--- config.mk ---
export PLATFORM = sky130hd
export DESIGN_NAME = dmem_arbiter_flat
export DESIGN_NICKNAME = d
export VERILOG_FILES = /design/src/rtl/dmem_arbiter_if.sv /design/src/rtl/dmem_arbiter.sv /design/src/flat_wrapper.sv
export SDC_FILE = /design/constraint.sdc
export NUM_CORES = 1
export LEC_CHECK = 0
export ABC_CLOCK_PERIOD_IN_PS = 1820
export BUFFER_PORTS_ARGS = -buffer_cell sky130_fd_sc_hd__buf_2
export CELL_PAD_IN_SITES_DETAIL_PLACEMENT = 1
export CELL_PAD_IN_SITES_GLOBAL_PLACEMENT = 2
export CORE_MARGIN = 1
export CORE_UTILIZATION = 20
export CTS_CLUSTER_SIZE = 25
export DETAILED_ROUTE_END_ITERATION = 8
export PLACE_DENSITY = 0.83
export SYNTH_ARGS = -nofsm -noshare
export SYNTH_HDL_FRONTEND = slang
export SYNTH_SLANG_ARGS = --single-unit
--- constraint.sdc ---
create_clock -name clk -period 1.82 [get_ports clk]
set_input_delay 0 -clock clk [delete_from_list [all_inputs] [get_ports clk]]
set_output_delay 0 -clock clk [all_outputs]
set_load 0.02 [all_outputs]
--- src/rtl/dmem_arbiter_if.sv ---
// rtl/dmem_arbiter_if.sv - requester, response and memory-side signals of the data-memory arbiter
interface dmem_arbiter_if #(
    parameter int ADDR_W = 9,
    parameter int DATA_W = 32
);
    logic              req0;
    logic              we0;
    logic [ADDR_W-1:0] addr0;
    logic [DATA_W-1:0] wdata0;
    logic              gnt0;
    logic              rvalid0;
    logic [DATA_W-1:0] rdata0;

    logic              req1;
    logic              we1;
    logic [ADDR_W-1:0] addr1;
    logic [DATA_W-1:0] wdata1;
    logic              gnt1;
    logic              rvalid1;
    logic [DATA_W-1:0] rdata1;

    logic [ADDR_W-1:0] mem_addr;
    logic [DATA_W-1:0] mem_wdata;
    logic              mem_we;
    logic [DATA_W-1:0] mem_rdata;
    logic              busy;

    modport slave (
        input  req0, we0, addr0, wdata0,
        input  req1, we1, addr1, wdata1,
        input  mem_rdata,
        output gnt0, rvalid0, rdata0,
        output gnt1, rvalid1, rdata1,
        output mem_addr, mem_wdata, mem_we, busy
    );

    modport master (
        output req0, we0, addr0, wdata0,
        output req1, we1, addr1, wdata1,
        output mem_rdata,
        input  gnt0, rvalid0, rdata0,
        input  gnt1, rvalid1, rdata1,
        input  mem_addr, mem_wdata, mem_we, busy
    );
endinterface

--- src/rtl/dmem_arbiter.sv ---
// rtl/dmem_arbiter.sv - two-port round-robin / fixed-priority arbiter for the data-memory port
module dmem_arbiter #(
    parameter int ADDR_W     = 9,
    parameter int DATA_W     = 32,
    parameter int FIXED_PRIO = 0
) (
    input  logic           clk,
    input  logic           rst,
    dmem_arbiter_if.slave  bus
);
    logic elig0;
    logic elig1;
    logic win0;
    logic win1;
    logic last_winner;
    logic rd_pend;
    logic rd_port;

    // A port holding gnt this cycle is ineligible so its still-high request is not granted twice.
    always_comb begin
        elig0 = bus.req0 & ~bus.gnt0;
        elig1 = bus.req1 & ~bus.gnt1;
        win0  = elig0 & (~elig1 | (FIXED_PRIO != 0) | last_winner);
        win1  = elig1 & ~win0;
    end

    always_ff @(posedge clk or posedge rst) begin
        if (rst) begin
            bus.gnt0      <= 1'b0;
            bus.gnt1      <= 1'b0;
            bus.rvalid0   <= 1'b0;
            bus.rvalid1   <= 1'b0;
            bus.mem_we    <= 1'b0;
            bus.mem_addr  <= '0;
            bus.mem_wdata <= '0;
            last_winner   <= 1'b1;
            rd_pend       <= 1'b0;
            rd_port       <= 1'b0;
        end else begin
            bus.gnt0   <= win0;
            bus.gnt1   <= win1;
            bus.mem_we <= (win0 & bus.we0) | (win1 & bus.we1);
            if (win0) begin
                bus.mem_addr  <= bus.addr0;
                bus.mem_wdata <= bus.wdata0;
            end else if (win1) begin
                bus.mem_addr  <= bus.addr1;
                bus.mem_wdata <= bus.wdata1;
            end
            if (win0 | win1) begin
                last_winner <= win1;
            end
            // Memory returns data one cycle after the address, so rvalid trails the grant by one.
            rd_pend     <= (win0 & ~bus.we0) | (win1 & ~bus.we1);
            rd_port     <= win1;
            bus.rvalid0 <= rd_pend & ~rd_port;
            bus.rvalid1 <= rd_pend & rd_port;
        end
    end

    assign bus.rdata0 = bus.mem_rdata;
    assign bus.rdata1 = bus.mem_rdata;
    assign bus.busy   = bus.gnt0 | bus.gnt1 | bus.rvalid0 | bus.rvalid1;
endmodule

--- src/flat_wrapper.sv ---
// flat-port wrapper written by rule: the top's interface ports become plain ports
module dmem_arbiter_flat 
#(
    parameter int ADDR_W     = 9,
    parameter int DATA_W     = 32,
    parameter int FIXED_PRIO = 0
)
  (clk, rst, bus_req0, bus_we0, bus_addr0, bus_wdata0, bus_req1, bus_we1, bus_addr1, bus_wdata1, bus_mem_rdata, bus_gnt0, bus_rvalid0, bus_rdata0, bus_gnt1, bus_rvalid1, bus_rdata1, bus_mem_addr, bus_mem_wdata, bus_mem_we, bus_busy);
  dmem_arbiter_if #(.ADDR_W(ADDR_W), .DATA_W(DATA_W)) bus_i ();
  input  logic clk;
  input  logic rst;
  input wire logic [$bits(bus_i.req0)-1:0] bus_req0;
  input wire logic [$bits(bus_i.we0)-1:0] bus_we0;
  input wire logic [$bits(bus_i.addr0)-1:0] bus_addr0;
  input wire logic [$bits(bus_i.wdata0)-1:0] bus_wdata0;
  input wire logic [$bits(bus_i.req1)-1:0] bus_req1;
  input wire logic [$bits(bus_i.we1)-1:0] bus_we1;
  input wire logic [$bits(bus_i.addr1)-1:0] bus_addr1;
  input wire logic [$bits(bus_i.wdata1)-1:0] bus_wdata1;
  input wire logic [$bits(bus_i.mem_rdata)-1:0] bus_mem_rdata;
  output wire logic [$bits(bus_i.gnt0)-1:0] bus_gnt0;
  output wire logic [$bits(bus_i.rvalid0)-1:0] bus_rvalid0;
  output wire logic [$bits(bus_i.rdata0)-1:0] bus_rdata0;
  output wire logic [$bits(bus_i.gnt1)-1:0] bus_gnt1;
  output wire logic [$bits(bus_i.rvalid1)-1:0] bus_rvalid1;
  output wire logic [$bits(bus_i.rdata1)-1:0] bus_rdata1;
  output wire logic [$bits(bus_i.mem_addr)-1:0] bus_mem_addr;
  output wire logic [$bits(bus_i.mem_wdata)-1:0] bus_mem_wdata;
  output wire logic [$bits(bus_i.mem_we)-1:0] bus_mem_we;
  output wire logic [$bits(bus_i.busy)-1:0] bus_busy;
  assign bus_i.req0 = bus_req0;
  assign bus_i.we0 = bus_we0;
  assign bus_i.addr0 = bus_addr0;
  assign bus_i.wdata0 = bus_wdata0;
  assign bus_i.req1 = bus_req1;
  assign bus_i.we1 = bus_we1;
  assign bus_i.addr1 = bus_addr1;
  assign bus_i.wdata1 = bus_wdata1;
  assign bus_i.mem_rdata = bus_mem_rdata;
  assign bus_gnt0 = bus_i.gnt0;
  assign bus_rvalid0 = bus_i.rvalid0;
  assign bus_rdata0 = bus_i.rdata0;
  assign bus_gnt1 = bus_i.gnt1;
  assign bus_rvalid1 = bus_i.rvalid1;
  assign bus_rdata1 = bus_i.rdata1;
  assign bus_mem_addr = bus_i.mem_addr;
  assign bus_mem_wdata = bus_i.mem_wdata;
  assign bus_mem_we = bus_i.mem_we;
  assign bus_busy = bus_i.busy;
  dmem_arbiter #(.ADDR_W(ADDR_W), .DATA_W(DATA_W), .FIXED_PRIO(FIXED_PRIO)) u_core (.clk(clk), .rst(rst), .bus(bus_i));
endmodule
==> summary.md <==
| Metric | Value |
|---|---|
| TritonCTS clock tree | yes |
| CTS H-tree depth | 2 |
| Syn nets | approximately 350 |
| Final HPWL DP | 5.91 mm |
| CP Class | flip-flop to flip-flop |
| PnR Total Power | just under 4000 uW |
| I/O pins | about 230 |
| Fillers | around 1500 |
| Pin count of the biggest net entering global routing | 29 |
| Fmax | between 0.6 and 0.7 GHz |
| Share of cells above drive strength 1 | 41.3% |
| Final count of pins violating max slew | 0 |
| Total CTS buffers | 5 |
| First-pass iteration count of the detailed router | 4 |
| Vias in the first global route | ~2800 |
| Clock Sinks | 48 |
| Fin crit period | around 1500 ps |
| Die area | roughly 14000 sq um |
| Die width | 117 um |
| Final period util | a little over four fifths |
| Hold Crit Class | input pin to output port |
| Post-route antenna net violation count | 0 |
| Largest family of logic cells by synthesized area | buffers and inverters |
| Synth Instances | roughly 230 |
| P&R area growth vs syn | 50.8% |
| Worst skew pair latency | between 200 and 300 ps |
| Pwr dens | between 900 and 1000 nW/um^2 |
| Adder-Cell Fraction of Synth Area | 0% |
| Crit path capture type | flip-flop |
| # diodes | 0 |
| Status | finished clean |
| Via density | around 4.4 |
| Synth unique cells | 19 |
| CTS max path bufs | 2 |
| Hold Violations, Final | 0 |
| Unrepaired setup endpoints after global routing | false |
| R2R depth | 4 |
| Routed wire length | about 9.6 mm |
| Post-synthesis sequential area ratio | about 45% |
| Rel. slew slack | 64.6% |
| Xor/xnor share of the synthesized area | 0% |
| P_leak | between 0.0015 and 0.002 uW |
| YS warnings | 0 |
| Gr ovfl total | 0 |
| Root buffer cell | clkbuf_16 |
| Mapped Area | roughly 2700 sq um |
| I/O Buffers | between 100 and 150 |
| Clock transition at the registers of the reported paths | about 70 ps |
| Die Height | 117 um |
| Compound-gate portion of the synthesized area | 17.0% |
| #FFs+latches synth | 48 |
| Setup TNS | 0 ps |
| First-pass GRT wire length | around 16 mm |
| GRT Total Usage | between 10% and 20% |
| WP data required | just under 2000 ps |
| Routed wire per std cell | 17.2 um |
| Max-cap violation count | 0 |
| Worst slew pin tran | about 530 ps |
| Number of antenna violations at the first check in global routing | 0 |
| Startpoint Class | flip-flop |
| Drt initial violations | around 100 |
| Hold Path Depth | 0 |
| Setup Buffers After CTS | 0 |
| Maximum VDD drop | around 330 uV |
| Post-synthesis simple-gate area fraction | between 10% and 20% |
| Site Rows | 41 |
| Routed vias | around 2500 |
| Worst path arrival time | 1700 ps |
| Post-route DRC | 0 |
| Syn Area/Cell | between 10 and 15 sq um |
| Area of the core | between 10000 and 15000 sq um |
| Setup Viol. Count Final | 0 |
| Worst Skew | 4.11 ps |
| Crit Path Max Fanout | 28 |
| Initial core utilization | between 20 and 25% |
| Mux cell area share after synthesis | 0.752% |
| Fin nets | roughly 500 |
| Placer Congestion | 0.794 |
==> Yosys cell counts <==
cell	number	share of area [%]
buf_2	5	0.94
nor2b_1	2	0.47
nor3b_1	41	12
buf_6	6	2.5
dfstp_2	1	0.99
mux2i_1	2	0.75
nand2b_1	1	0.24
nand2_1	1	0.14
and2_1	1	0.24
a221o_1	41	15
or4_1	1	0.28
nor2_1	1	0.14
clkbuf_1	3	0.42
a21oi_1	1	0.19
inv_1	3	0.42
dfrtp_1	47	44
a21boi_4	2	1.4
buf_4	68	19
nor2b_4	1	0.52
==> cell families (layout without fill, tap and decap cells) <==
logic type / after synthesis / in the layout
muxes: 2 / 2
and+or+nand+nor: 49 / 49
DFF: 48 / 48
buffers and inverters: 85 / 240
AOI/OAI and AO/OA: 44 / 44
==> what timing repair did <==
action                                 CTS  global route
hold buffers                            85             0
endpoints found under the hold margin   64             0
resized for setup                        0             0
==> routing by layer <==
layer	GRT usage [%]	wire, um	vias to the layer above
met5	0	0	-
met4	8.52	461	0
met3	5.06	729	61
met2	25.0	4730	141
met1	15.1	3650	1176
li1	-	-	1083
==> critical path, cell delays in order, from the launching register on <==
cell	delay, ps
dfrtp_1	440
nor2b_4	200
buf_4	340
nor3b_1	120
a221o_1	290
==> cells in the final DEF (no fill, tap or decap), drive strengths merged <==
cell,n
buf,144
dlygate4sd3,85
dfrtp,47
nor3b,41
a221o,41
clkbuf,6
inv,3
nor2b,3
a21boi,2
mux2i,2
clkinv,2
nand2,1
nand2b,1
and2,1
or4,1
nor2,1
a21oi,1
dfstp,1
==> state kept, by name, summed over array words and instances, names as in the netlist <==
signal	count
u_core.bus.gnt0	1
u_core.bus.gnt1	1
u_core.bus.mem_addr	9
u_core.bus.mem_wdata	32
u_core.bus.mem_we	1
u_core.bus.rvalid0	1
u_core.bus.rvalid1	1
u_core.last_winner	1
u_core.rd_pend	1
==> final timing paths <==
path	startpoint	end	slack [ps]
worst max-delay path	u_core.bus.gnt1	u_core.bus.mem_wdata[15]	290
worst min-delay path	bus_mem_rdata[22]	bus_rdata0[22]	0.01
worst max register to register	u_core.bus.gnt1	u_core.bus.mem_wdata[15]	290
worst min register to register	u_core.rd_pend	u_core.bus.rvalid1	500
max in group asynchronous	rst	u_core.bus.mem_addr[3]	800
min in group asynchronous	rst	u_core.bus.mem_wdata[1]	330
==> report_power, final <==
part | leakage (uW) | switching (uW) | internal, uW | total, uW
Clock | 0.0000766 | 428 | 543 | 971
Combinational | 0.00122 | 835 | 688 | 1520
Sequential | 0.000589 | 147 | 1330 | 1470
==> per-stage QoR <==
step,utilization (%),std cells,cell area [sq um],worst slack (ps),hold slack [ps]
2_1_floorplan,-,228,2660,379,92.7
3_3_place_gp,23.5,462,3020,383,0.201
3_5_place_dp,23.5,462,3020,349,0.201
4_1_cts,31.3,555,4020,329,0.201
5_1_grt,31.3,555,4020,210,0.0440
6_report,31.3,555,4020,290,0.00971
==> final cells by class <==
cell class / count / area, sq um / share of cell area (%)
timing repair buffer: 229 / 1600 / 39.8
sequential: 48 / 1200 / 29.9
inverter: 3 / 11.3 / 0.280
tap: 172 / 215 / 5.36
clock buffer: 6 / 139 / 3.46
clock inverter: 2 / 10.0 / 0.249
multi-input combinational: 95 / 842 / 21.0
Power figures use the tool's default switching activity.
